**src/rtl/pwm_multi_if.sv**
```systemverilog
// Control and output bundle of the multi-channel PWM generator.
// The control loop holds the master side; the generator takes the slave side.
interface pwm_multi_if #(
  parameter int CHANNELS = 4,
  parameter int N        = 10,
  parameter int PW       = 8
);
  logic [PW-1:0]             prescale;
  logic                      center;
  logic [CHANNELS-1:0]       en;
  logic [CHANNELS*(N+1)-1:0] duty;
  logic [CHANNELS-1:0]       signal;
  logic                      period_start;
  logic [N-1:0]              count;

  modport master (
    output prescale, center, en, duty,
    input  signal, period_start, count
  );

  modport slave (
    input  prescale, center, en, duty,
    output signal, period_start, count
  );
endinterface

```
**src/rtl/pwm_multi.sv**
```systemverilog
// Multi-channel PWM: one shared period counter with a clock-enable prescaler,
// edge- or center-aligned, with duty/enable/mode shadowed at period boundaries.
module pwm_multi #(
  parameter int CHANNELS = 4,
  parameter int N        = 10,
  parameter int PW       = 8
) (
  input  logic     clk,
  input  logic     reset,
  pwm_multi_if.slave bus
);
  localparam logic [N-1:0]  MAX  = '1;
  localparam logic [N-1:0]  ONE  = N'(1);
  localparam logic [N:0]    FULL = {1'b1, {N{1'b0}}};
  localparam logic [PW-1:0] PONE = PW'(1);

  typedef enum logic {UP, DOWN} dir_t;

  logic [PW-1:0]       pre_cnt;
  logic                tick;
  logic [N-1:0]        count, count_next;
  dir_t                dir, dir_next;
  logic                boundary;
  logic                center_sh;
  logic [CHANNELS-1:0] en_sh;
  logic [N:0]          duty_sh  [CHANNELS];
  logic [N:0]          duty_sat [CHANNELS];
  logic [CHANNELS-1:0] signal;
  logic                period_start;

  // >= rather than == so a prescale lowered below pre_cnt ticks at once.
  assign tick = (pre_cnt >= bus.prescale);

  always_comb begin
    // NOTE: every always_comb output gets a default first so no latch is inferred.
    count_next = count;
    dir_next   = dir;
    boundary   = 1'b0;
    if (tick) begin
      if (center_sh) begin
        if (dir == DOWN) begin
          if (count == ONE) boundary = 1'b1;
          else              count_next = count - ONE;
        end else begin
          count_next = count + ONE;
          if (count_next == MAX) dir_next = DOWN;
        end
      end else begin
        if (count == MAX) boundary = 1'b1;
        else              count_next = count + ONE;
      end
      if (boundary) begin
        count_next = '0;
        dir_next   = UP;
      end
    end
  end

  // Out-of-range duty requests clamp to 2^N, i.e. 100% on.
  always_comb begin
    for (int c = 0; c < CHANNELS; c++) begin
      duty_sat[c] = bus.duty[c*(N+1) +: N+1];
      if (duty_sat[c] > FULL) duty_sat[c] = FULL;
    end
  end

  always_ff @(posedge clk or posedge reset) begin
    if (reset) begin
      pre_cnt      <= '0;
      count        <= '0;
      dir          <= UP;
      center_sh    <= 1'b0;
      en_sh        <= '0;
      // NOTE: the duty shadow is reset too: outputs must stay low until the first boundary.
      for (int c = 0; c < CHANNELS; c++) duty_sh[c] <= '0;
      signal       <= '0;
      period_start <= 1'b0;
    end else begin
      // NOTE: non-blocking throughout so every register samples pre-edge values.
      pre_cnt      <= tick ? '0 : pre_cnt + PONE;
      count        <= count_next;
      dir          <= dir_next;
      period_start <= boundary;
      if (boundary) begin
        center_sh <= bus.center;
        en_sh     <= bus.en;
        duty_sh   <= duty_sat;
      end
      for (int c = 0; c < CHANNELS; c++)
        signal[c] <= en_sh[c] & ({1'b0, count} < duty_sh[c]);
    end
  end

  assign bus.signal       = signal;
  assign bus.period_start = period_start;
  assign bus.count        = count;
endmodule
```
**src/flat_wrapper.sv**
```systemverilog
// flat-port wrapper written by rule: the top's interface ports become plain ports
module pwm_multi_flat 
#(
  parameter int CHANNELS = 4,
  parameter int N        = 10,
  parameter int PW       = 8
)
  (clk, reset, bus_prescale, bus_center, bus_en, bus_duty, bus_signal, bus_period_start, bus_count);
  pwm_multi_if #(.CHANNELS(CHANNELS), .N(N), .PW(PW)) bus_i ();
  input  logic clk;
  input  logic reset;
  input wire logic [$bits(bus_i.prescale)-1:0] bus_prescale;
  input wire logic [$bits(bus_i.center)-1:0] bus_center;
  input wire logic [$bits(bus_i.en)-1:0] bus_en;
  input wire logic [$bits(bus_i.duty)-1:0] bus_duty;
  output wire logic [$bits(bus_i.signal)-1:0] bus_signal;
  output wire logic [$bits(bus_i.period_start)-1:0] bus_period_start;
  output wire logic [$bits(bus_i.count)-1:0] bus_count;
  assign bus_i.prescale = bus_prescale;
  assign bus_i.center = bus_center;
  assign bus_i.en = bus_en;
  assign bus_i.duty = bus_duty;
  assign bus_signal = bus_i.signal;
  assign bus_period_start = bus_i.period_start;
  assign bus_count = bus_i.count;
  pwm_multi #(.CHANNELS(CHANNELS), .N(N), .PW(PW)) u_core (.clk(clk), .reset(reset), .bus(bus_i));
endmodule
```
**config.mk**
```make
export PLATFORM = sky130hd
export DESIGN_NAME = pwm_multi_flat
export DESIGN_NICKNAME = d
export VERILOG_FILES = /design/src/rtl/pwm_multi_if.sv /design/src/rtl/pwm_multi.sv /design/src/flat_wrapper.sv
export SDC_FILE = /design/constraint.sdc
export NUM_CORES = 1
export LEC_CHECK = 0
export BUFFER_PORTS_ARGS = -buffer_cell sky130_fd_sc_hd__buf_4
export CAP_MARGIN = 20
export CORE_ASPECT_RATIO = 0.8
export CORE_MARGIN = 5
export CORE_UTILIZATION = 32
export DETAILED_ROUTE_END_ITERATION = 8
export PLACE_DENSITY = 0.61
export SYNTH_ARGS = -nofsm -noshare
export SYNTH_HDL_FRONTEND = slang
export SYNTH_SLANG_ARGS = --single-unit
```
**constraint.sdc**
```tcl
create_clock -name clk -period 3.5 [get_ports clk]
set_clock_uncertainty 0.05 [all_clocks]
set_input_delay 0.875 -clock clk [delete_from_list [all_inputs] [get_ports clk]]
set_output_delay 0.875 -clock clk [all_outputs]
set_load 0.01 [all_outputs]
```
==> impl_summary.txt <==
----------------------------------------------------
[Synthesis]
  Flops & latches, synth ... 73
  Register area share after synthesis ... 39.4%
  Nets in the synthesized netlist ... 581
  Most used flip-flop cell after synthesis ... sky130_fd_sc_hd__dfrtp_1
  Share of async-settable or async-resettable flops after synthesis ... 100%
  Area of the mapped netlist ... 4640 um^2
  Post-synthesis instance total ... 473
  Number of flops mapped to enable cells by yosys ... 0
  Post-synth cell types ... 56
  Count of synthesis-stage warnings from yosys ... 0
  Mean Syn Cell Area ... 9.81 um^2

[STA]
  Number of endpoints failing setup at the final stage ... 0
  Final WS setup ... 0.746 ns
  Transition time of the tightest slew-check pin ... 0.855 ns
  Maximum clock frequency ... 363 MHz
  Tightest slew margin relative to the limit ... 42.8%
  Final worst path period share ... 78.7%
  Final min period ... 2.75 ns
  Worst hold slack after final layout ... 0.463 ns
  Final Hold Vio Count ... 0
  Slew Viols, Final ... 0
  Aggregate negative setup slack ... 0 ns
  RSZ-0062 raised after global routing ... no

[Cells and area]
  Layout-stage area growth over the synthesis result ... 22.3%
  Filler cell count ... 1,406
  Core occupancy in the finished layout ... 39.8%
  Area taken by multi-input logic gates ... 2430 um^2
  Total number of nets in the final design ... 653
  Antenna fix cells ... 0
  Register area ... 1830 um^2
  Share of post-route cells with drive strength above 1 ... 22.8%

[Power and ir drop]
  IR Drop Worst-Case VDD ... 235 uV
  Total power per unit cell area ... 491 nW/um^2
  Leak Pwr ... 2.82 nW

[Worst setup path]
  Capturing point of the worst reg2reg path ... u_core.en_sh[0]
  Required time at the endpoint of the critical path ... 3.66 ns
  Arrival time at the worst endpoint ... 2.92 ns
  Reg2Reg Launch Point ... u_core.bus.count[0]
  Crit Path Category ... primary input to flop
  Startpoint class of the critical path ... primary input
  CP max FO ... 16
  Register-to-Register Path Depth ... 6
  Reg-to-reg slack, setup ... 0.78 ns
  Worst Setup End Kind ... flop

[Run status]
  Run status ... finished clean

[Clocking]
  Total of hold buffers inserted after clock tree synthesis ... 0
  Clock tree root driver cell ... sky130_fd_sc_hd__clkbuf_16
  H-Tree Level Count ... 3
  Clk buf depth ... 2
  Clock insertion delay at the later pin of the skew report ... 0.33 ns
  Clock transition at path regs ... 0.05 ns
  Clock Sinks ... 73
  Post_cts resized ... 0
  Setup fix buffers added after clock tree synthesis ... 0
  TritonCTS Buffers ... 9
  CTS tree ... yes

[Routing]
  Post-route DRC ... 0
  Wirelength, routed ... 12,100 um
  Starting DRC count in detailed routing ... 199
  Initial DRT Pass Iterations ... 4
  Average wire length per cell after detail routing ... 16.5 um
  Post-DR vias/cell ... 5.23
  Antenna viol nets, final ... 0
  Via count ... 3,830

[Floorplanning]
  Height of the die ... 118 um
  Initial Util ... 32.6%
  Total number of placement rows ... 39
  Ports placed on the boundary ... 74
  Area of the placeable core ... 14,200 um^2
  DIE AREA ... 17,000 um^2
  Die Width ... 145 um

[Placement]
  Final GP Congestion ... 0.817
  Pre-CTS WS ... 0.404 ns
  Quantity of I/O buffers inserted on ports ... 73
  DPL Wire Length ... 8710 um

[GRT]
  Maximum number of pins on one net before global-route repair ... 54
  Remaining global-route overflow ... 0
  Total routing resource utilization after global routing ... 14.5%
  Vias in the first global route ... 3,894
  Wire length of the first global-routing pass ... 19,800 um
  Initial antenna violation count ... 0

[Min path]
  Cells on Worst Hold Path ... 1
  Hold Crit Class ... flop to flop
  Launch point of the worst hold path ... u_core.pre_cnt[0]
  Worst hold path endpoint ... u_core.pre_cnt[0]

[Job]
  Max Cap Viol ... 0

----------------------------------------------------
[power by group]
part	leakage, nW	switching, mW	internal [mW]
clock	0.144	0.343	0.566
sequential	0.813	0.0591	0.913
combinational	1.86	0.532	0.373
[cell type report]
| class | count | share of cell area [%] |
|---|---|---|
| clock buffers | 10 | 4.21 |
| multi-input cells | 316 | 42.9 |
| repair buffers | 88 | 11.9 |
| well taps | 184 | 4.06 |
| flip-flops and latches | 73 | 32.2 |
| clock inverters | 5 | 0.993 |
| inverters | 57 | 3.77 |
[metal layers]
metal | track usage [%] | wire length [um] | vias up
met1 | 20.0 | 5610 | 1864
met4 | 4.60 | 177 | 0
met3 | 3.45 | 723 | 15
met2 | 22.5 | 5570 | 105
li1 | - | - | 1846
met5 | 0 | 0 | -
[cells in the mapped netlist, drive strengths merged, types with 7 or more instances]
cell type,instances,area [um^2]
dfrtp,73,1830
inv,57,214
o21ai,55,275
ha,49,613
nand4b,36,315
nand3,18,90.1
nor2,17,80.1
buf,14,104
a21oi,13,65.1
clkbuf,13,78.8
nand2,13,51.3
nand2b,13,81.3
mux2,9,113
o31ai,7,57.6
[how the worst max path moves through the flow]
stage,to,cells after the start,start,slack [ns]
floorplan,u_core.bus.count[0],1,reset,0.72
global placement,u_core.bus.count[3],8,bus_prescale[0],0.48
detailed placement,u_core.bus.count[3],8,bus_prescale[0],0.40
CTS,u_core.bus.count[3],8,bus_prescale[0],0.75
global route,u_core.duty_sh[38],7,u_core.bus.count[2],0.53
finish,u_core.bus.count[3],8,bus_prescale[0],0.75
[stage by stage]
| stage | total power [mW] | area [um^2] | instances |
|---|---|---|---|
| CTS | 2.82 | 5670 | 733 |
| finish | 2.79 | 5670 | 733 |
| detailed placement | 1.90 | 5380 | 718 |
| global placement | 1.87 | 5380 | 718 |
| floorplan | 1.58 | 4640 | 473 |
| global route | 2.96 | 5670 | 733 |
[sequential cells by signal, summed over array words and instances, names as in the netlist]
signal and flops:
u_core.duty_sh 44, u_core.bus.count 10, u_core.dir 1, u_core.bus.signal 4, u_core.en_sh 4, u_core.pre_cnt 8, u_core.bus.period_start 1, u_core.center_sh 1
[cells by family (layout without fill, tap and decap cells)]
family | after synthesis | after routing | share of synthesized area (%)
flops | 73 | 73 | 39.4
xor+xnor | 11 | 11 | 2.08
buf+inv | 84 | 160 | 8.55
fa+ha+maj | 49 | 49 | 13.2
mux | 9 | 9 | 2.43
compound gates | 121 | 121 | 16.5
simple gates | 126 | 126 | 17.8
[layout by cell type, fill, tap and decap left out, types with 6 or more instances in the layout]
cell type / synthesis / final
sky130_fd_sc_hd__nand2b_1: 13 / 13
sky130_fd_sc_hd__xnor2_1: 6 / 6
sky130_fd_sc_hd__nor2_1: 16 / 16
sky130_fd_sc_hd__nand3_1: 18 / 18
sky130_fd_sc_hd__nand2_1: 12 / 12
sky130_fd_sc_hd__a21oi_1: 13 / 13
sky130_fd_sc_hd__o31ai_1: 6 / 6
sky130_fd_sc_hd__inv_1: 57 / 56
sky130_fd_sc_hd__buf_4: 1 / 87
sky130_fd_sc_hd__mux2_2: 6 / 6
sky130_fd_sc_hd__nand4b_1: 36 / 36
sky130_fd_sc_hd__a31oi_1: 6 / 6
sky130_fd_sc_hd__o21ai_0: 55 / 55
sky130_fd_sc_hd__clkbuf_16: 0 / 9
sky130_fd_sc_hd__dfrtp_1: 73 / 73
sky130_fd_sc_hd__ha_1: 49 / 49
[critical path, cell delays in order]
cell,delay [ns]
sky130_fd_sc_hd__buf_4,0.11
sky130_fd_sc_hd__ha_1,0.27
sky130_fd_sc_hd__nand2b_1,0.15
sky130_fd_sc_hd__a2111oi_2,0.53
sky130_fd_sc_hd__o31a_1,0.33
sky130_fd_sc_hd__buf_4,0.27
sky130_fd_sc_hd__nor2_1,0.11
sky130_fd_sc_hd__a22o_2,0.27
Power figures use the tool's default switching activity.
